**config.mk**
```make
export PLATFORM = sky130hd
export DESIGN_NAME = joy_serial_scanner
export DESIGN_NICKNAME = d
export VERILOG_FILES = /design/src/rtl/joy_serial_scanner.sv
export SDC_FILE = /design/constraint.sdc
export NUM_CORES = 1
export LEC_CHECK = 0
export CORE_UTILIZATION = 59
export CTS_BUF_LIST = sky130_fd_sc_hd__clkbuf_8
export CTS_CLUSTER_SIZE = 30
export DETAILED_ROUTE_END_ITERATION = 10
export GPL_TIMING_DRIVEN = 0
export PLACE_DENSITY = 0.93
export SYNTH_ARGS = -nofsm -noshare
export SYNTH_HDL_FRONTEND = slang
export SYNTH_SLANG_ARGS = --single-unit
```
**constraint.sdc**
```tcl
create_clock -name clk -period 2.5 [get_ports clk]
set_input_delay 0.5 -clock clk [delete_from_list [all_inputs] [get_ports clk]]
set_output_delay 0.5 -clock clk [all_outputs]
set_load 0.01 [all_outputs]
```
**src/rtl/joy_serial_scanner.sv**
```systemverilog
// -----------------------------------------------------------------------------
// joy_serial_scanner
//
// Drives the external joystick shift register that carries both arcade player
// inputs. It generates the serial clock (joy_clk) and the active-low parallel
// load strobe (joy_load) from the core clock. It shifts one 24-bit frame in
// from joy_data and commits it to two 12-bit active-low joystick words in a
// single clock cycle, so a partially shifted frame is never visible.
//
// Parameters
//   CLK_DIV      clk cycles per joy_clk half-period (minimum 4)
//   GAP_PERIODS  idle joy_clk periods after each frame before the next load
//   FILTER       1 = commit a frame only when it matches the previous raw frame
//
// Ports
//   clk         in   core clock
//   reset_n     in   asynchronous active-low reset
//   enable      in   1 = scan continuously, 0 = stop once the current frame ends
//   joy_clk     out  serial clock to the shift register
//   joy_load    out  active-low parallel load to the shift register
//   joy_data    in   serial data from the shift register (asynchronous)
//   joy1        out  player 1 word, active-low
//   joy2        out  player 2 word, active-low
//   frame_done  out  one-clk pulse at the end of every frame
//
// Handshake: there is no valid/ready pair. frame_done is a single-cycle strobe
// that rises in the same cycle that joy1/joy2 show the committed frame. A
// consumer that wants to see every frame samples joy1/joy2 while frame_done=1.
// -----------------------------------------------------------------------------
module joy_serial_scanner #(
  parameter int unsigned CLK_DIV     = 16,
  parameter int unsigned GAP_PERIODS = 0,
  parameter int unsigned FILTER      = 0
) (
  input  logic        clk,
  input  logic        reset_n,
  input  logic        enable,
  output logic        joy_clk,
  output logic        joy_load,
  input  logic        joy_data,
  output logic [11:0] joy1,
  output logic [11:0] joy2,
  output logic        frame_done
);

  // ---------------------------------------------------------------------------
  // Constants
  // ---------------------------------------------------------------------------
  localparam int unsigned DIV_W = (CLK_DIV > 1) ? $clog2(CLK_DIV) : 1;
  localparam logic [DIV_W-1:0] DIV_LAST = DIV_W'(CLK_DIV - 1);
  localparam logic [3:0] GAP_LAST = 4'((GAP_PERIODS > 0) ? (GAP_PERIODS - 1) : 0);
  localparam logic [4:0] LAST_BIT = 5'd23;

  localparam logic [2:0] ST_IDLE   = 3'd0;
  localparam logic [2:0] ST_LOAD   = 3'd1;
  localparam logic [2:0] ST_SETTLE = 3'd2;
  localparam logic [2:0] ST_SHIFT  = 3'd3;
  localparam logic [2:0] ST_COMMIT = 3'd4;
  localparam logic [2:0] ST_GAP    = 3'd5;

  // ---------------------------------------------------------------------------
  // State
  // ---------------------------------------------------------------------------
  logic             sync1_q, sync2_q;
  logic [DIV_W-1:0] div_cnt_q, div_cnt_d;
  logic             joy_clk_q, joy_clk_d;
  logic             joy_load_q, joy_load_d;
  logic [2:0]       state_q, state_d;
  logic [4:0]       bit_idx_q, bit_idx_d;
  logic [3:0]       gap_cnt_q, gap_cnt_d;
  logic             go_on_q, go_on_d;
  logic [23:0]      raw_q, raw_d;
  logic [23:0]      prev_q, prev_d;
  logic [11:0]      joy1_q, joy1_d;
  logic [11:0]      joy2_q, joy2_d;
  logic             frame_done_q, frame_done_d;

  logic             div_run;
  logic             div_wrap;
  logic             clk_rise;
  logic             park;
  logic             commit_ok;
  logic [11:0]      map_j1, map_j2;

  // ---------------------------------------------------------------------------
  // joy_data synchroniser. Two flops of delay is far shorter than a joy_clk
  // half-period, so the value seen at a rise is the bit that was stable across
  // the preceding high phase.
  // ---------------------------------------------------------------------------
  always_ff @(posedge clk or negedge reset_n) begin
    if (!reset_n) begin
      sync1_q <= 1'b1;
      sync2_q <= 1'b1;
    end else begin
      sync1_q <= joy_data;
      sync2_q <= sync1_q;
    end
  end

  // ---------------------------------------------------------------------------
  // Divider event decode
  // ---------------------------------------------------------------------------
  always_comb begin
    div_run  = (state_q != ST_IDLE) || enable;
    div_wrap = div_run && (div_cnt_q == DIV_LAST);
    clk_rise = div_wrap && !joy_clk_q;
  end

  // ---------------------------------------------------------------------------
  // FSM: advances only on joy_clk rises, except COMMIT which lasts one clk.
  // ---------------------------------------------------------------------------
  always_comb begin
    state_d   = state_q;
    bit_idx_d = bit_idx_q;
    gap_cnt_d = gap_cnt_q;
    go_on_d   = go_on_q;
    raw_d     = raw_q;

    case (state_q)
      ST_IDLE: begin
        // A rise can only happen here while enable=1 keeps the divider running.
        if (clk_rise) state_d = ST_LOAD;
      end

      ST_LOAD: begin
        if (clk_rise) state_d = ST_SETTLE;
      end

      ST_SETTLE: begin
        if (clk_rise) begin
          state_d   = ST_SHIFT;
          bit_idx_d = 5'd0;
        end
      end

      ST_SHIFT: begin
        if (clk_rise) begin
          raw_d[bit_idx_q] = sync2_q;
          if (bit_idx_q == LAST_BIT) begin
            state_d = ST_COMMIT;
            // Latch the continue decision here so joy_load can already drop
            // on this rise when the next LOAD follows COMMIT directly.
            go_on_d = enable;
          end else begin
            bit_idx_d = bit_idx_q + 5'd1;
          end
        end
      end

      ST_COMMIT: begin
        if (GAP_PERIODS > 0) begin
          state_d   = ST_GAP;
          gap_cnt_d = 4'd0;
        end else begin
          state_d = go_on_q ? ST_LOAD : ST_IDLE;
        end
      end

      ST_GAP: begin
        if (clk_rise) begin
          if (gap_cnt_q == GAP_LAST) begin
            state_d = enable ? ST_LOAD : ST_IDLE;
          end else begin
            gap_cnt_d = gap_cnt_q + 4'd1;
          end
        end
      end

      default: begin
        state_d = ST_IDLE;
      end
    endcase
  end

  // ---------------------------------------------------------------------------
  // Divider and serial clock. Entering IDLE parks joy_clk low and restarts the
  // count, so a later enable gives its first rise a full CLK_DIV cycles later.
  // ---------------------------------------------------------------------------
  always_comb begin
    park = (state_d == ST_IDLE) && (state_q != ST_IDLE);

    if (!div_run || park) begin
      div_cnt_d = '0;
      joy_clk_d = 1'b0;
    end else if (div_wrap) begin
      div_cnt_d = '0;
      joy_clk_d = ~joy_clk_q;
    end else begin
      div_cnt_d = div_cnt_q + 1'b1;
      joy_clk_d = joy_clk_q;
    end
  end

  // ---------------------------------------------------------------------------
  // Load strobe: low for exactly one joy_clk period (rise to rise). When COMMIT
  // leads straight into LOAD, the period starts at the final shift rise and
  // covers the one-clk COMMIT cycle.
  // ---------------------------------------------------------------------------
  always_comb begin
    joy_load_d = 1'b1;
    if (state_d == ST_LOAD) begin
      joy_load_d = 1'b0;
    end else if ((state_d == ST_COMMIT) && (GAP_PERIODS == 0) && go_on_d) begin
      joy_load_d = 1'b0;
    end
  end

  // ---------------------------------------------------------------------------
  // Raw frame to joystick bit map
  // ---------------------------------------------------------------------------
  always_comb begin
    map_j1[8]  = raw_q[0];
    map_j1[6]  = raw_q[1];
    map_j1[5]  = raw_q[2];
    map_j1[4]  = raw_q[3];
    map_j1[3]  = raw_q[4];
    map_j1[2]  = raw_q[5];
    map_j1[1]  = raw_q[6];
    map_j1[0]  = raw_q[7];
    map_j1[10] = raw_q[20];
    map_j1[11] = raw_q[21];
    map_j1[9]  = raw_q[22];
    map_j1[7]  = raw_q[23];

    map_j2[8]  = raw_q[8];
    map_j2[6]  = raw_q[9];
    map_j2[5]  = raw_q[10];
    map_j2[4]  = raw_q[11];
    map_j2[3]  = raw_q[12];
    map_j2[2]  = raw_q[13];
    map_j2[1]  = raw_q[14];
    map_j2[0]  = raw_q[15];
    map_j2[10] = raw_q[16];
    map_j2[11] = raw_q[17];
    map_j2[9]  = raw_q[18];
    map_j2[7]  = raw_q[19];
  end

  // ---------------------------------------------------------------------------
  // Commit. Both words load in the same cycle. With the filter enabled a frame
  // is accepted only when it repeats the previous raw frame; the comparison
  // word always tracks the latest frame, accepted or not.
  // ---------------------------------------------------------------------------
  always_comb begin
    joy1_d       = joy1_q;
    joy2_d       = joy2_q;
    prev_d       = prev_q;
    commit_ok    = (FILTER == 0) || (raw_q == prev_q);
    frame_done_d = (state_q == ST_COMMIT);

    if (state_q == ST_COMMIT) begin
      prev_d = raw_q;
      if (commit_ok) begin
        joy1_d = map_j1;
        joy2_d = map_j2;
      end
    end
  end

  // ---------------------------------------------------------------------------
  // Registers
  // ---------------------------------------------------------------------------
  always_ff @(posedge clk or negedge reset_n) begin
    if (!reset_n) begin
      div_cnt_q    <= '0;
      joy_clk_q    <= 1'b0;
      joy_load_q   <= 1'b1;
      state_q      <= ST_IDLE;
      bit_idx_q    <= 5'd0;
      gap_cnt_q    <= 4'd0;
      go_on_q      <= 1'b0;
      raw_q        <= 24'hFFFFFF;
      prev_q       <= 24'hFFFFFF;
      joy1_q       <= 12'hFFF;
      joy2_q       <= 12'hFFF;
      frame_done_q <= 1'b0;
    end else begin
      div_cnt_q    <= div_cnt_d;
      joy_clk_q    <= joy_clk_d;
      joy_load_q   <= joy_load_d;
      state_q      <= state_d;
      bit_idx_q    <= bit_idx_d;
      gap_cnt_q    <= gap_cnt_d;
      go_on_q      <= go_on_d;
      raw_q        <= raw_d;
      prev_q       <= prev_d;
      joy1_q       <= joy1_d;
      joy2_q       <= joy2_d;
      frame_done_q <= frame_done_d;
    end
  end

  assign joy_clk    = joy_clk_q;
  assign joy_load   = joy_load_q;
  assign joy1       = joy1_q;
  assign joy2       = joy2_q;
  assign frame_done = frame_done_q;

endmodule

```
==> qor.csv, run 1 <==
metric,value,unit
max-cap viol count,0,
NumNets Final,308,
Clock Sinks,70,
fillers,366,
Switching Share,22.7,%
Worst path top cell family by delay,simple AND/OR/NAND/NOR gates,
Worst EP arrival,2.40,ns
CTS Hold Bufs,0,
Die W,75.3,µm
RePlAce Congestion,0.867,
number of port buffers,30,
count of cell types in the netlist,38,
row cnt,26,
mean area per synthesized cell,12.4,µm²
Fin. Hold Viols,0,
Max Clock Skew,0.0119,ns
Via density,5.49,
crit-path max cell delay,0.45,ns
post-synthesis instance area,3170,µm²
Root Buffer,clkbuf_8,
combinational share of power,2.0,%
Post-Syn Nets,267,
WS Path Type,reg -> reg,
Setup Buffers After CTS,0,
starting density of the core,61.6,%
H-tree levels,3,
routed vias,2043,
die height,75.3,µm
final worst-path cycle share,88.6,%
Max-slew headroom,43.5,%
sequential share of the synthesized area,57.3,%
DRC viols,0,
Initial DRC Count,155,
fin. max-slew vios,0,
Leak Pwr,1.57,nW
Synth Area in Compound Gates,4.27,%
clk buf depth,2,
final antenna-violating net count,0,
sequential share of power,53.9,%
mux contribution to synthesized area,17.4,%
Layout area overhead,18.7,%
"Cell Chain, Critical Path",inv_1 -> ha_1 -> nor3b_1 -> a211oi_1 -> nor4_1 -> nor3b_2 -> nor3_1,
Peak VDD IR,0.000496,V
Diodes inserted,0,
minimum clock period,2.21,ns
CTS tree,done,
setup violators final,0,
status,completed,
setup repair after global routing missed its margin,no,
# resized after CTS,0,
crit end category,flip-flop,
Achievable Freq,452,MHz
routed len/inst,15.6,µm
min-delay worst type,in -> async,
first-pass GRT wire length,9.08,mm
worst slew pin tran,0.847,ns
total power,0.00213,W
CORE AREA,5140,µm²
CP Launch Type,flip-flop,
overall routed net length,5.79,mm
Clk pwr share,44.1,%
Die Area,5660,µm²
crit path max-delay cell type,nor3b_1,
detailed placer's ending HPWL,3.82,mm
P_int,0.00165,W
Ports,31,
Multi-input gate area,1260,µm²
Pwr per Cell Area,568,nW/µm²
Syn Inst Count,256,
vias in the first global route,2039,
Critical Path RT,2.69,ns
register area,1820,µm²
initial antenna violation count,0,
P_sw,0.000484,W
Crit Path Max Fanout,5,
clock slew at reported path FFs,0.08,ns
pin count of the biggest net entering global routing,71,
Synth Area in Adders,2.77,%
Final Util,73.1,%
largest family of logic cells by synthesized area,multiplexers,
All-Layer GR Usage,22.2,%
CTS Buf Count,9,
#FFs+latches synth,70,
first drt pass iteration count,4,
Synth warnings,0,
simple logic cell fraction of the synthesized area,14.0,%
post-synthesis xor/xnor area fraction,1.38,%
share of cells above drive strength 1,42.4,%
clock latency on the worst-skew pair,0.35,ns
Worst Path Buf+Inv,1,
grt total ovfl,0,
logic make-up (layout without fill, tap and decap cells):
| group | Yosys count | count (layout) |
|---|---|---|
| DFF | 70 | 70 |
| adders and majority gates | 7 | 7 |
| AOI/OAI and AO/OA | 21 | 21 |
| buffers and inverters | 18 | 64 |
| muxes | 49 | 49 |
| and+or+nand+nor | 86 | 86 |
| xor gates and xnor gates | 5 | 5 |
state kept, by name, summed over array words and instances, names as in the netlist, 3 cells and up:
name,cells
raw_q,24
joy1,12
joy2,12
bit_idx_q,5
div_cnt_q,4
gap_cnt_q,4
state_q,3
cell usage in the layout, fill, tap and decap left out, types with 2 or more instances in the layout:
master | netlist | final
a211oi_1 | 3 | 3
a21oi_1 | 4 | 4
and2_1 | 2 | 2
and3_1 | 4 | 4
buf_2 | 5 | 5
buf_6 | 2 | 2
clkbuf_1 | 4 | 4
clkbuf_8 | 0 | 10
clkdlybuf4s50_1 | 0 | 29
dfrtp_1 | 19 | 19
dfstp_2 | 51 | 51
ha_1 | 7 | 7
inv_1 | 6 | 6
inv_6 | 0 | 2
mux2_2 | 49 | 49
nand2_1 | 14 | 14
nand3_1 | 6 | 6
nand3b_1 | 2 | 2
nor2_1 | 35 | 35
nor3_1 | 5 | 5
nor3b_1 | 2 | 2
nor4_1 | 3 | 3
o21ai_0 | 8 | 8
or3_1 | 4 | 4
xnor2_1 | 5 | 5
per-stage QoR:
| step | worst slack (ns) | cells | setup TNS [ns] | hold WS [ns] | cell area [µm²] |
|---|---|---|---|---|---|
| 6_report | 0.286 | 372 | 0 | 0.262 | 3760 |
| 5_1_grt | 0.114 | 372 | 0 | 0.320 | 3760 |
| 4_1_cts | 0.331 | 372 | 0 | 0.282 | 3760 |
| 3_5_place_dp | 0.272 | 356 | 0 | 0.351 | 3550 |
| 3_3_place_gp | -1.21 | 356 | -47.34 | 0.345 | 3550 |
| 2_1_floorplan | 0.647 | 256 | 0 | 0.204 | 3170 |
final timing paths:
path / from / endpoint / slack (ns) / cells past startpoint
worst min-delay path: reset_n / frame_done / 0.26 / 1
min in group clk: sync1_q / sync2_q / 0.36 / 0
worst max register to register: gap_cnt_q[0] / div_cnt_q[3] / 0.29 / 7
worst min register to register: sync1_q / sync2_q / 0.36 / 0
max in group asynchronous: reset_n / div_cnt_q[1] / 1.69 / 1
worst max-delay path: gap_cnt_q[0] / div_cnt_q[3] / 0.29 / 7
metal layers:
metal  global-route usage, %  vias to the layer above  routed length, µm
met4                    11.7                        0                 98
met5                       0                        -                  0
met2                    36.9                       44               2990
met3                    4.95                       10                174
met1                    27.3                     1019               2520
li1                        -                      970                  -
final cells by class:
cell class,count,share of cell area [%]
clock buffers,10,3.66
inverters,6,0.599
multi-input cells,168,33.6
plain buffers,12,1.76
clock inverters,6,1.83
well taps,70,2.33
flip-flops and latches,70,48.3
repair buffers,30,7.92
cell usage after synthesis:
cell       n  area share, %
buf_2      5           0.79
nand2_4    1           0.36
nor2_1    35            4.1
nand2_1   14            1.7
inv_1      6           0.71
nor3b_2    1           0.40
o32ai_1    1           0.28
a32oi_1    1           0.28
dfstp_2   51             42
mux2_2    49             17
a22o_1     1           0.28
xnor2_1    5            1.4
buf_6      2           0.71
and4b_1    1           0.32
o31ai_1    1           0.24
buf_1      1           0.12
and2_1     2           0.40
nor4_1     3           0.59
nor3_1     5           0.79
nand4_1    1           0.20
o21ai_0    8            1.3
nand4b_1   1           0.28
nand3b_1   2           0.47
nand4b_4   1           0.75
a21oi_1    4           0.63
nand3_1    6           0.95
or3b_2     1           0.28
nand2b_1   1           0.20
a211oi_1   3           0.71
o211a_1    1           0.32
or3_1      4           0.79
o22a_1     1           0.28
dfrtp_1   19             15
nor2b_1    1           0.20
clkbuf_1   4           0.47
ha_1       7            2.8
nor3b_1    2           0.47
and3_1     4           0.79
power groups by stage:
stage	logic (W)	clock network [W]	registers, W
after floorplan	0.0000129	0	0.00117
after global placement	0.0000423	0	0.00117
after detailed placement	0.0000435	0	0.00117
after CTS	0.0000438	0.000951	0.00115
after global routing	0.0000502	0.000997	0.00115
final	0.0000425	0.000942	0.00115
(Power assumes the default switching activity.)
==> inputs of run 2 (changes only) <==
--- a/config.mk
+++ b/config.mk
@@ -10,6 +10,7 @@
 export CTS_CLUSTER_SIZE = 30
 export DETAILED_ROUTE_END_ITERATION = 10
 export GPL_TIMING_DRIVEN = 0
+export HOLD_SLACK_MARGIN = 0.08
 export PLACE_DENSITY = 0.93
 export SYNTH_ARGS = -nofsm -noshare
 export SYNTH_HDL_FRONTEND = slang
==> results of run 2 <==
Final layout, timing and power as in run 1 (identical DEF).
==> inputs of run 3 (changes only) <==
--- a/config.mk
+++ b/config.mk
@@ -5,7 +5,10 @@
 export SDC_FILE = /design/constraint.sdc
 export NUM_CORES = 1
 export LEC_CHECK = 0
-export CORE_UTILIZATION = 59
+export ABC_CLOCK_PERIOD_IN_PS = 2500
+export CELL_PAD_IN_SITES_DETAIL_PLACEMENT = 1
+export CELL_PAD_IN_SITES_GLOBAL_PLACEMENT = 1
+export CORE_UTILIZATION = 48
 export CTS_BUF_LIST = sky130_fd_sc_hd__clkbuf_8
 export CTS_CLUSTER_SIZE = 30
 export DETAILED_ROUTE_END_ITERATION = 10
==> qor.csv, run 3 (same netlist as run 1, synthesis figures left out) <==
metric,value,unit,change
die height,83.2,µm,was 75.3 µm
Post-Layout Cell Count,379,,was 372
Max Clock Skew,0.0129,ns,was 0.0119 ns
Critical Path RT,2.69,ns,about the same
most frequent cells in the layout,"51 x dfstp_2, 49 x mux2_2, 35 x nor2_1",,unchanged
vias in the first global route,2402,,was 2039
CP Launch Point,gap_cnt_q[0],,unchanged
Die W,83.2,µm,was 75.3 µm
first-pass GRT wire length,12.1,mm,was 9.08 mm
dpl cells,363,,was 356
routed len/inst,18.9,µm,was 15.6 µm
Achievable Freq,440,MHz,was 452 MHz
All-Layer GR Usage,22.9,%,was 22.2%
WS Path Type,reg -> reg,,unchanged
Pwr per Cell Area,536,nW/µm²,was 568 nW/µm²
r2r setup slk,0.23,ns,was 0.29 ns
Via density,5.66,,was 5.49
DRC viols,0,,unchanged
Final Util,58.8,%,was 73.1%
Fin. Hold Viols,0,,unchanged
CTS Hold Bufs,0,,unchanged
grt total ovfl,0,,unchanged
max-cap viol count,0,,unchanged
Total Neg Setup Slack,0,ns,unchanged
setup violators final,0,,unchanged
Peak VDD IR,0.000441,V,was 0.000496 V
CTS tree,done,,unchanged
NumNets Final,308,,unchanged
Setup crit end,div_cnt_q[3],,unchanged
CORE AREA,6350,µm²,was 5140 µm²
first drt pass iteration count,4,,unchanged
fillers,655,,was 366
worst reg2reg path depth,7,,unchanged
clk buf depth,2,,unchanged
Placed Instance Area,3560,µm²,was 3550 µm²
sequential share of power,57.4,%,was 53.9%
combinational share of power,2.1,%,was 2.0%
Top reg by flops,raw_q,,unchanged
row cnt,29,,was 26
setup repair after global routing missed its margin,no,,unchanged
Layout area overhead,17.9,%,was 18.7%
Switching Share,24.3,%,was 22.7%
Clock Sinks,70,,unchanged
P_sw,0.000487,W,was 0.000484 W
Ports,31,,unchanged
Clk pwr share,40.5,%,was 44.1%
# resized after CTS,0,,unchanged
Diodes inserted,0,,unchanged
Die Area,6930,µm²,was 5660 µm²
routed vias,2147,,was 2043
final instance area,3730,µm²,was 3760 µm²
Final WS setup,0.227,ns,was 0.286 ns
Initial DRC Count,87,,was 155
status,completed,,unchanged
"commonest non-fill, non-tap cell in the layout",dfstp_2,,unchanged
Root Buffer,clkbuf_8,,unchanged
initial antenna violation count,0,,unchanged
crit end category,flip-flop,,unchanged
worst slew pin tran,0.905,ns,was 0.847 ns
detailed placer's ending HPWL,4.98,mm,was 3.82 mm
share of cells above drive strength 1,42.4,%,unchanged
max reg flops,24,,unchanged
number of port buffers,30,,unchanged
starting density of the core,49.9,%,was 61.6%
H-tree levels,3,,unchanged
Setup Buffers After CTS,0,,unchanged
CP Launch Type,flip-flop,,unchanged
fin. max-slew vios,0,,unchanged
clock slew at reported path FFs,0.08,ns,about the same
DP Worst Slack,0.182,ns,was 0.272 ns
overall routed net length,7.16,mm,was 5.79 mm
Worst EP arrival,2.47,ns,was 2.40 ns
Worst R2R End,div_cnt_q[3],,unchanged
Max-slew headroom,39.1,%,was 43.5%
CTS Buf Count,9,,unchanged
Leak Pwr,1.55,nW,was 1.57 nW
Crit Path Max Fanout,5,,unchanged
final worst-path cycle share,90.9,%,was 88.6%
min-delay worst type,in -> async,,unchanged
final antenna-violating net count,0,,unchanged
pin count of the biggest net entering global routing,71,,unchanged
minimum clock period,2.27,ns,was 2.21 ns
clock latency on the worst-skew pair,0.36,ns,was 0.35 ns
P_int,0.00151,W,was 0.00165 W
RePlAce Congestion,0.851,,was 0.867
R2R Path Start,gap_cnt_q[0],,unchanged
[run 3: cell count changes in the layout (fill, tap and decap cells not counted), sizes merged]
cell and delta:
bufinv -1, clkbuf -1, clkinv +3, inv -1
[run 3: how the worst min path moves through the flow]
stage | cells past startpoint | to
final | 1 | frame_done
after global routing | 1 | frame_done
after CTS | 1 | frame_done
after detailed placement | 0 | sync2_q
after global placement | 0 | sync2_q
after floorplan | 0 | bit_idx_q[0]
[run 3: critical path: stages (launching register included)]
cell and delay, ns:
dfrtp_1 0.40, inv_1 0.10, ha_1 0.14, nor3b_1 0.47
a211oi_1 0.16, nor4_1 0.28, nor3b_2 0.45, nor3_1 0.12
[run 3: power groups by stage]
stage	clock network [W]	registers [W]	logic, W
finish	0.000810	0.00115	0.0000429
global placement	0	0.00117	0.0000433
CTS	0.000832	0.00115	0.0000447
floorplan	0	0.00117	0.0000129
global route	0.000874	0.00115	0.0000503
detailed placement	0	0.00117	0.0000447
[run 3: layout make-up]
cell class                 instances  area, µm²  area share [%]
clock inverter                     7       48.8            1.31
sequential                        70       1820            48.6
inverter                           6       22.5           0.603
timing repair buffer              30        298            7.98
clock buffer                       9        124            3.32
tap                               77       96.3            2.58
multi-input combinational        168       1260            33.8
buffer                            12       66.3            1.78
[run 3: stage by stage]
step                      total power [W]  hold slack, ns
after floorplan                   0.00118           0.204
after global placement            0.00121           0.346
after detailed placement          0.00121           0.351
after CTS                         0.00203           0.266
after global routing              0.00207           0.294
final                             0.00200           0.237
[run 3: per-layer routing]
layer	GRT usage (%)	vias up	part of all wire [%]
met5	0	-	0
met4	14.9	0	3.9
met3	4.17	23	3.0
met2	38.2	54	51
met1	27.3	1100	42
li1	-	970	-
